--- src/rtl/mtr_ramp.sv ---
// Dual-channel motor speed slew limiter with IDLE/RAMP/SETTLED/STOP control.
// Define RAMP_ZERO_CROSS_HOLD_EN to clamp sign reversals to zero with a one-tick dwell.
module mtr_ramp #(
    parameter int STEP = 8,
    parameter int DIV  = 1024
) (
    input  logic               clk,
    input  logic               rst,
    input  logic               en,
    input  logic               estop,
    input  logic signed [10:0] tgt_lft,
    input  logic signed [10:0] tgt_rght,
    output logic signed [10:0] lft_spd,
    output logic signed [10:0] rght_spd,
    output logic               settled,
    output logic               busy
);

    typedef enum logic [1:0] {IDLE, RAMP, SETTLED, STOP} state_t;

    localparam logic signed [11:0] STEP1 = 12'(STEP);
    localparam logic signed [11:0] STEP4 = 12'(4 * STEP);

    state_t             state, state_nxt;
    logic        [15:0] cnt;
    logic               tick;
    logic signed [11:0] step_sel;
    logic signed [10:0] aim_l, aim_r, cand_l, cand_r, lft_nxt, rght_nxt;

    assign tick = (state != IDLE) && (cnt == 16'(DIV - 1));

    // Move cur toward tgt by at most step; 12-bit math keeps the difference exact.
    function automatic logic signed [10:0] slew(input logic signed [10:0] cur,
                                                input logic signed [10:0] tgt,
                                                input logic signed [11:0] step);
        logic signed [11:0] diff, mag, nxt;
        diff = {tgt[10], tgt} - {cur[10], cur};
        mag  = diff[11] ? -diff : diff;
        if (mag <= step)   nxt = {tgt[10], tgt};
        else if (diff[11]) nxt = {cur[10], cur} - step;
        else               nxt = {cur[10], cur} + step;
        return nxt[10:0];
    endfunction

`ifdef RAMP_ZERO_CROSS_HOLD_EN
    logic hold_l, hold_r, hold_l_nxt, hold_r_nxt;

    function automatic logic crosses(input logic signed [10:0] cur,
                                     input logic signed [10:0] nxt);
        return (cur != '0) && (nxt != '0) && (cur[10] != nxt[10]);
    endfunction
`endif

    always_comb begin
        step_sel = (state == STOP && estop) ? STEP4 : STEP1;
        aim_l    = (state == STOP) ? 11'sd0 : tgt_lft;
        aim_r    = (state == STOP) ? 11'sd0 : tgt_rght;
        cand_l   = slew(lft_spd, aim_l, step_sel);
        cand_r   = slew(rght_spd, aim_r, step_sel);
        lft_nxt  = cand_l;
        rght_nxt = cand_r;
`ifdef RAMP_ZERO_CROSS_HOLD_EN
        hold_l_nxt = hold_l;
        hold_r_nxt = hold_r;
        if (hold_l) begin
            lft_nxt    = '0;
            hold_l_nxt = 1'b0;
        end else if (crosses(lft_spd, cand_l)) begin
            lft_nxt    = '0;
            hold_l_nxt = 1'b1;
        end
        if (hold_r) begin
            rght_nxt   = '0;
            hold_r_nxt = 1'b0;
        end else if (crosses(rght_spd, cand_r)) begin
            rght_nxt   = '0;
            hold_r_nxt = 1'b1;
        end
`endif
        state_nxt = state;
        case (state)
            IDLE: begin
                if (!estop && en) state_nxt = RAMP;
            end
            RAMP: begin
                if (estop || !en) state_nxt = STOP;
                else if (tick && lft_nxt == tgt_lft && rght_nxt == tgt_rght) state_nxt = SETTLED;
            end
            SETTLED: begin
                if (estop || !en) state_nxt = STOP;
                else if (lft_spd != tgt_lft || rght_spd != tgt_rght) state_nxt = RAMP;
            end
            STOP: begin
                if (!estop && lft_spd == '0 && rght_spd == '0) state_nxt = IDLE;
            end
            default: state_nxt = IDLE;
        endcase
    end

    always_ff @(posedge clk or posedge rst) begin
        if (rst) begin
            state    <= IDLE;
            cnt      <= '0;
            lft_spd  <= '0;
            rght_spd <= '0;
            settled  <= 1'b0;
            busy     <= 1'b0;
`ifdef RAMP_ZERO_CROSS_HOLD_EN
            hold_l   <= 1'b0;
            hold_r   <= 1'b0;
`endif
        end else begin
            state   <= state_nxt;
            settled <= (state_nxt == SETTLED);
            busy    <= (state_nxt == RAMP) || (state_nxt == STOP);
            if (state == IDLE || tick) cnt <= '0;
            else                       cnt <= cnt + 16'd1;
            if (state == IDLE) begin
                lft_spd  <= '0;
                rght_spd <= '0;
`ifdef RAMP_ZERO_CROSS_HOLD_EN
                hold_l   <= 1'b0;
                hold_r   <= 1'b0;
`endif
            end else if (tick && (state == RAMP || state == STOP)) begin
                lft_spd  <= lft_nxt;
                rght_spd <= rght_nxt;
`ifdef RAMP_ZERO_CROSS_HOLD_EN
                hold_l   <= hold_l_nxt;
                hold_r   <= hold_r_nxt;
`endif
            end
        end
    end

endmodule

--- config.mk ---
export PLATFORM = sky130hd
export DESIGN_NAME = mtr_ramp
export DESIGN_NICKNAME = d
export VERILOG_FILES = /design/src/rtl/mtr_ramp.sv
export SDC_FILE = /design/constraint.sdc
export NUM_CORES = 1
export LEC_CHECK = 0
export BUFFER_PORTS_ARGS = -buffer_cell sky130_fd_sc_hd__buf_2
export CAP_MARGIN = 15
export CORE_UTILIZATION = 60
export DETAILED_ROUTE_END_ITERATION = 8
export GPL_TIMING_DRIVEN = 0
export PLACE_DENSITY = 0.79
export SLEW_MARGIN = 20
export SYNTH_ARGS = -nofsm -noshare
export SYNTH_HDL_FRONTEND = slang
export SYNTH_SLANG_ARGS = --single-unit
--- constraint.sdc ---
create_clock -name clk -period 5.8 [get_ports clk]
set_input_delay 0.58 -clock clk [delete_from_list [all_inputs] [get_ports clk]]
set_output_delay 0.58 -clock clk [all_outputs]
set_load 0.03 [all_outputs]
==> metrics.md <==
| Metric | Value |
|---|---|
| Maximum number of pins on one net before global-route repair | `26` |
| Hold Crit Class | `input pin to async pin` |
| Number of flops mapped to enable cells by yosys | `0` |
| Register area share after synthesis | `between 10% and 20%` |
| Multi-input gate area in the final layout | `0.00420 mm2` |
| Internal power component | `~510 uW` |
| RSZ-0062 raised after global routing | `false` |
| Number of clock sinks seen by CTS | `42` |
| Die extent in y | `just under 100 um` |
| Antenna fix cells | `0` |
| Static power due to leakage | `~0.0029 uW` |
| Clock share of power | `41.6%` |
| Number of buffers inserted by port buffering | `a little under 50` |
| Final-report max-slew violation count | `0` |
| Final-stage net count | `between 800 and 900` |
| Horizontal die dimension | `roughly 100 um` |
| Number of core rows | `34` |
| Proportion of power drawn by flip-flops and latches | `42.2%` |
| Total area of sequential cells | `0.00105 mm2` |
| Number of antenna violations at the first check in global routing | `0` |
| Instance count of the mapped netlist | `between 600 and 700` |
| Buffer levels on the longest clock path | `2` |
| Placement Setup Slack | `-0.127 ns` |
| Share of cells above drive strength 1 | `roughly 16%` |
| Max IR drop VDD | `roughly 0.095 mV` |
| Vias per cell | `6.64` |
| Growth of design area from synthesis to finish | `10.7%` |
| Sum Neg Setup Slack | `0 ns` |
| Pin slew with the least headroom to its limit | `0.895 ns` |
| Critical R2R Launch | `state[0]$_DFF_PP0_` |
| Drt drc | `0` |
| Total power per unit cell area | `approximately 110 mW/mm2` |
| Worst reg2reg path depth | `22` |
| Total of max-cap violations | `0` |
| WP data arrival | `roughly 5.8 ns` |
| Part of the power in combinational logic | `between 10% and 20%` |
| Top-Level Pins | `50` |
| Switching power total | `between 150 and 200 uW` |
| Half-perimeter wire length after placement | `between 10000 and 15000 um` |
| Total wirelength of the detailed-routed design | `around 16000 um` |
| DR pass1 iterations | `5` |
| Global-route congestion overflow total | `0` |
| Reg2Reg Capture Point | `state[1]$_DFF_PP0_` |
| Cts bufs inserted | `5` |
| Final worst slack | `approximately 0.22 ns` |
| Data required time of the worst path | `~6 ns` |
| Main synth FF type | `dfrtp_1` |
| Synthesized cell area | `between 0.005 and 0.006 mm2` |
| Net count after synthesis | `749` |
| Final critical-path share of the clock period | `between 90% and 100%` |
| Asr flop ratio synth | `between 90% and 100%` |
| Buffer type at the clock tree root | `clkbuf_8` |
| Reg clk slew, reported paths | `0.09 ns` |
| Vias in the first global route | `between 5000 and 6000` |
| CTS H-tree lvls | `2` |
| Syn avg cell area | `around 8.0 um2` |
| Crit path kind | `flop to flop` |
| Wire length of the first global-routing pass | `26100 um` |
| Via count | `between 5000 and 6000` |
| Area of the die | `about 0.0095 mm2` |
| Flop-to-flop setup slack | `around 0.22 ns` |
| Hold slack final | `approximately 0.26 ns` |
| Weighted congestion at the end of routability-driven global placement | `1.00` |
| Worst Setup Start Kind | `flop` |
| Synth cell types | `slightly below 100` |
| Clock tree from TritonCTS | `built` |
| Global router's overall resource usage | `between 30 and 40%` |
| Worst setup EP type | `flop` |
| Warnings, synthesis | `0` |
| Register bit total from synthesis | `42` |
| Min Clock Period, post-route | `5.58 ns` |
| Final hold violation count | `0` |
| Area of the core | `0.00876 mm2` |
| Crit-path max FO | `10` |
| Final cell utilization of the core | `about 69%` |
| F_max | `approximately 180 MHz` |
| Wire per inst | `19.3 um` |
| Outcome | `finished, final reports clean` |
| Total of fill cells in the finished design | `between 700 and 800` |
| Setup violators final | `0` |
| Effective utilization at floorplan | `between 60 and 70%` |
| Area of all placed cells without fillers | `a little over 0.006 mm2` |
| Tightest slew margin relative to the limit | `~40%` |
| Skew final | `between 0.01 and 0.015 ns` |
| Detailed router's first-iteration violation count | `around 370` |
| Switching share of total power | `a little over a quarter` |
| ANT nets after route | `0` |
| Instance area after placement | `around 0.006 mm2` |
| Skew-Pair Late Insertion Delay | `roughly 0.31 ns` |
[flip-flops by register name, indices dropped and copies added (netlist names)]
register	flops
lft_spd	11
cnt	16
busy	1
rght_spd	11
state	2
settled	1
[per-stage QoR]
step	std cells	power, uW
floorplan	681	371
global placement	838	403
detailed placement	839	408
CTS	846	693
global route	846	714
finish	846	696
[layout by cell type, fill, tap and decap left out, types with 4 or more instances in the layout]
cell      synthesis  final
mux2i_1          11     10
o21a_1            8      8
dfrtp_1          42     42
a22o_1            5      5
o211ai_1          5      5
clkbuf_8          0      5
nor2_1           67     67
o31ai_1           4      4
nand4_1          12     12
clkbuf_1         10      6
o2111a_1          4      4
a211o_1           4      4
o21ai_0          38     38
and2_1           23     22
o22ai_1           5      4
buf_2             5     54
inv_1            39     38
xnor2_1          35     35
or2_2             4      4
nor4_1           12     12
o221ai_1          5      5
a21oi_1          24     24
nor3_1           19     19
ha_1             40     39
nand2b_1          7      7
a21o_1           11     10
nor2b_1          14     12
or3_1             7      7
o21ai_1           6      5
nand4b_1          4      4
nand3_1          41     41
and3_1            8      8
or4_1             6      6
xor2_1           24     24
nand2_1          44     44
[power groups by stage]
stage	Combinational [uW]	Clock, uW	Sequential [uW]
4_1_cts	110	290	293
6_report	113	289	294
3_3_place_gp	104	0	299
5_1_grt	123	298	294
2_1_floorplan	71.1	0	300
3_5_place_dp	109	0	299
[worst max path at each step]
stage	to	slack (ns)	cells after the start	startpoint
final	state[1]$_DFF_PP0_	0.22	22	state[0]$_DFF_PP0_
after global routing	state[1]$_DFF_PP0_	0.03	22	state[0]$_DFF_PP0_
after CTS	state[0]$_DFF_PP0_	0.04	22	state[0]$_DFF_PP0_
after detailed placement	state[0]$_DFF_PP0_	-0.13	23	state[0]$_DFF_PP0_
after global placement	state[0]$_DFF_PP0_	0.03	22	state[0]$_DFF_PP0_
after floorplan	busy$_DFF_PP0_	1.03	23	state[0]$_DFF_PP0_
[layer usage]
metal | wire [um] | up-vias | GRT usage, %
met1 | 6990 | 2690 | 45.9
met2 | 7850 | 254 | 56.5
li1 | - | 2630 | -
met4 | 414 | 0 | 11.9
met5 | 0 | - | 0
met3 | 1040 | 40 | 3.88
[worst max-delay path, cell delays in order (launching register included)]
cell and delay (ns):
dfrtp_1 0.38, buf_6 0.15, and2_2 0.28, nor2_1 0.23, ha_1 0.36, a21o_1 0.21, a2111oi_0 0.42, o2bb2ai_1 0.10
a21o_2 0.27, nand2_1 0.08, ha_1 0.27, o21a_1 0.16, o21a_1 0.19, o21ai_0 0.20, nor2b_2 0.27, o21bai_1 0.14
a21oi_1 0.27, xnor3_1 0.26, a2111oi_1 0.38, mux2i_1 0.25, nor4_4 0.28, buf_4 0.17, o311a_1 0.18
[cell families after synthesis]
kind of cell / share of synthesized area (%)
AOI/OAI and AO/OA: 24.9
muxes: 2.22
and+or+nand+nor: 28.0
adders and majority gates: 9.87
DFF: 19.2
xor gates and xnor gates: 10.9
buffers and inverters: 4.87
[layout make-up]
class                           instances  share of cell area [%]
Clock buffer                            5                    1.14
Timing Repair Buffer                   51                    4.50
Clock inverter                          3                    1.14
Multi-Input combinational cell        578                    69.3
Tap cell                              108                    2.23
Sequential cell                        42                    17.3
Inverter                               41                    2.56
Buffer                                 18                    1.75
[cell usage after synthesis (12+ instances only)]
library cell,number,area share (%)
nor2_1,67,4.6
nand2_1,44,3.0
dfrtp_1,42,19
nand3_1,41,3.7
ha_1,40,9.1
inv_1,39,2.7
o21ai_0,38,3.5
xnor2_1,35,5.6
a21oi_1,24,2.2
xor2_1,24,3.8
and2_1,23,2.6
nor3_1,19,1.7
nor2b_1,14,1.6
nand4_1,12,1.4
nor4_1,12,1.4
[timing repair]
item | 4_1_cts | 5_1_grt
pin swaps | 0 | 1
hold buffers | 0 | 0
setup endpoints to repair | 4 | 12
gates cloned | 0 | 0
resized for setup | 3 | 13
buffers inserted | 0 | 1
Note: power is estimated with default switching activity, not from simulation.
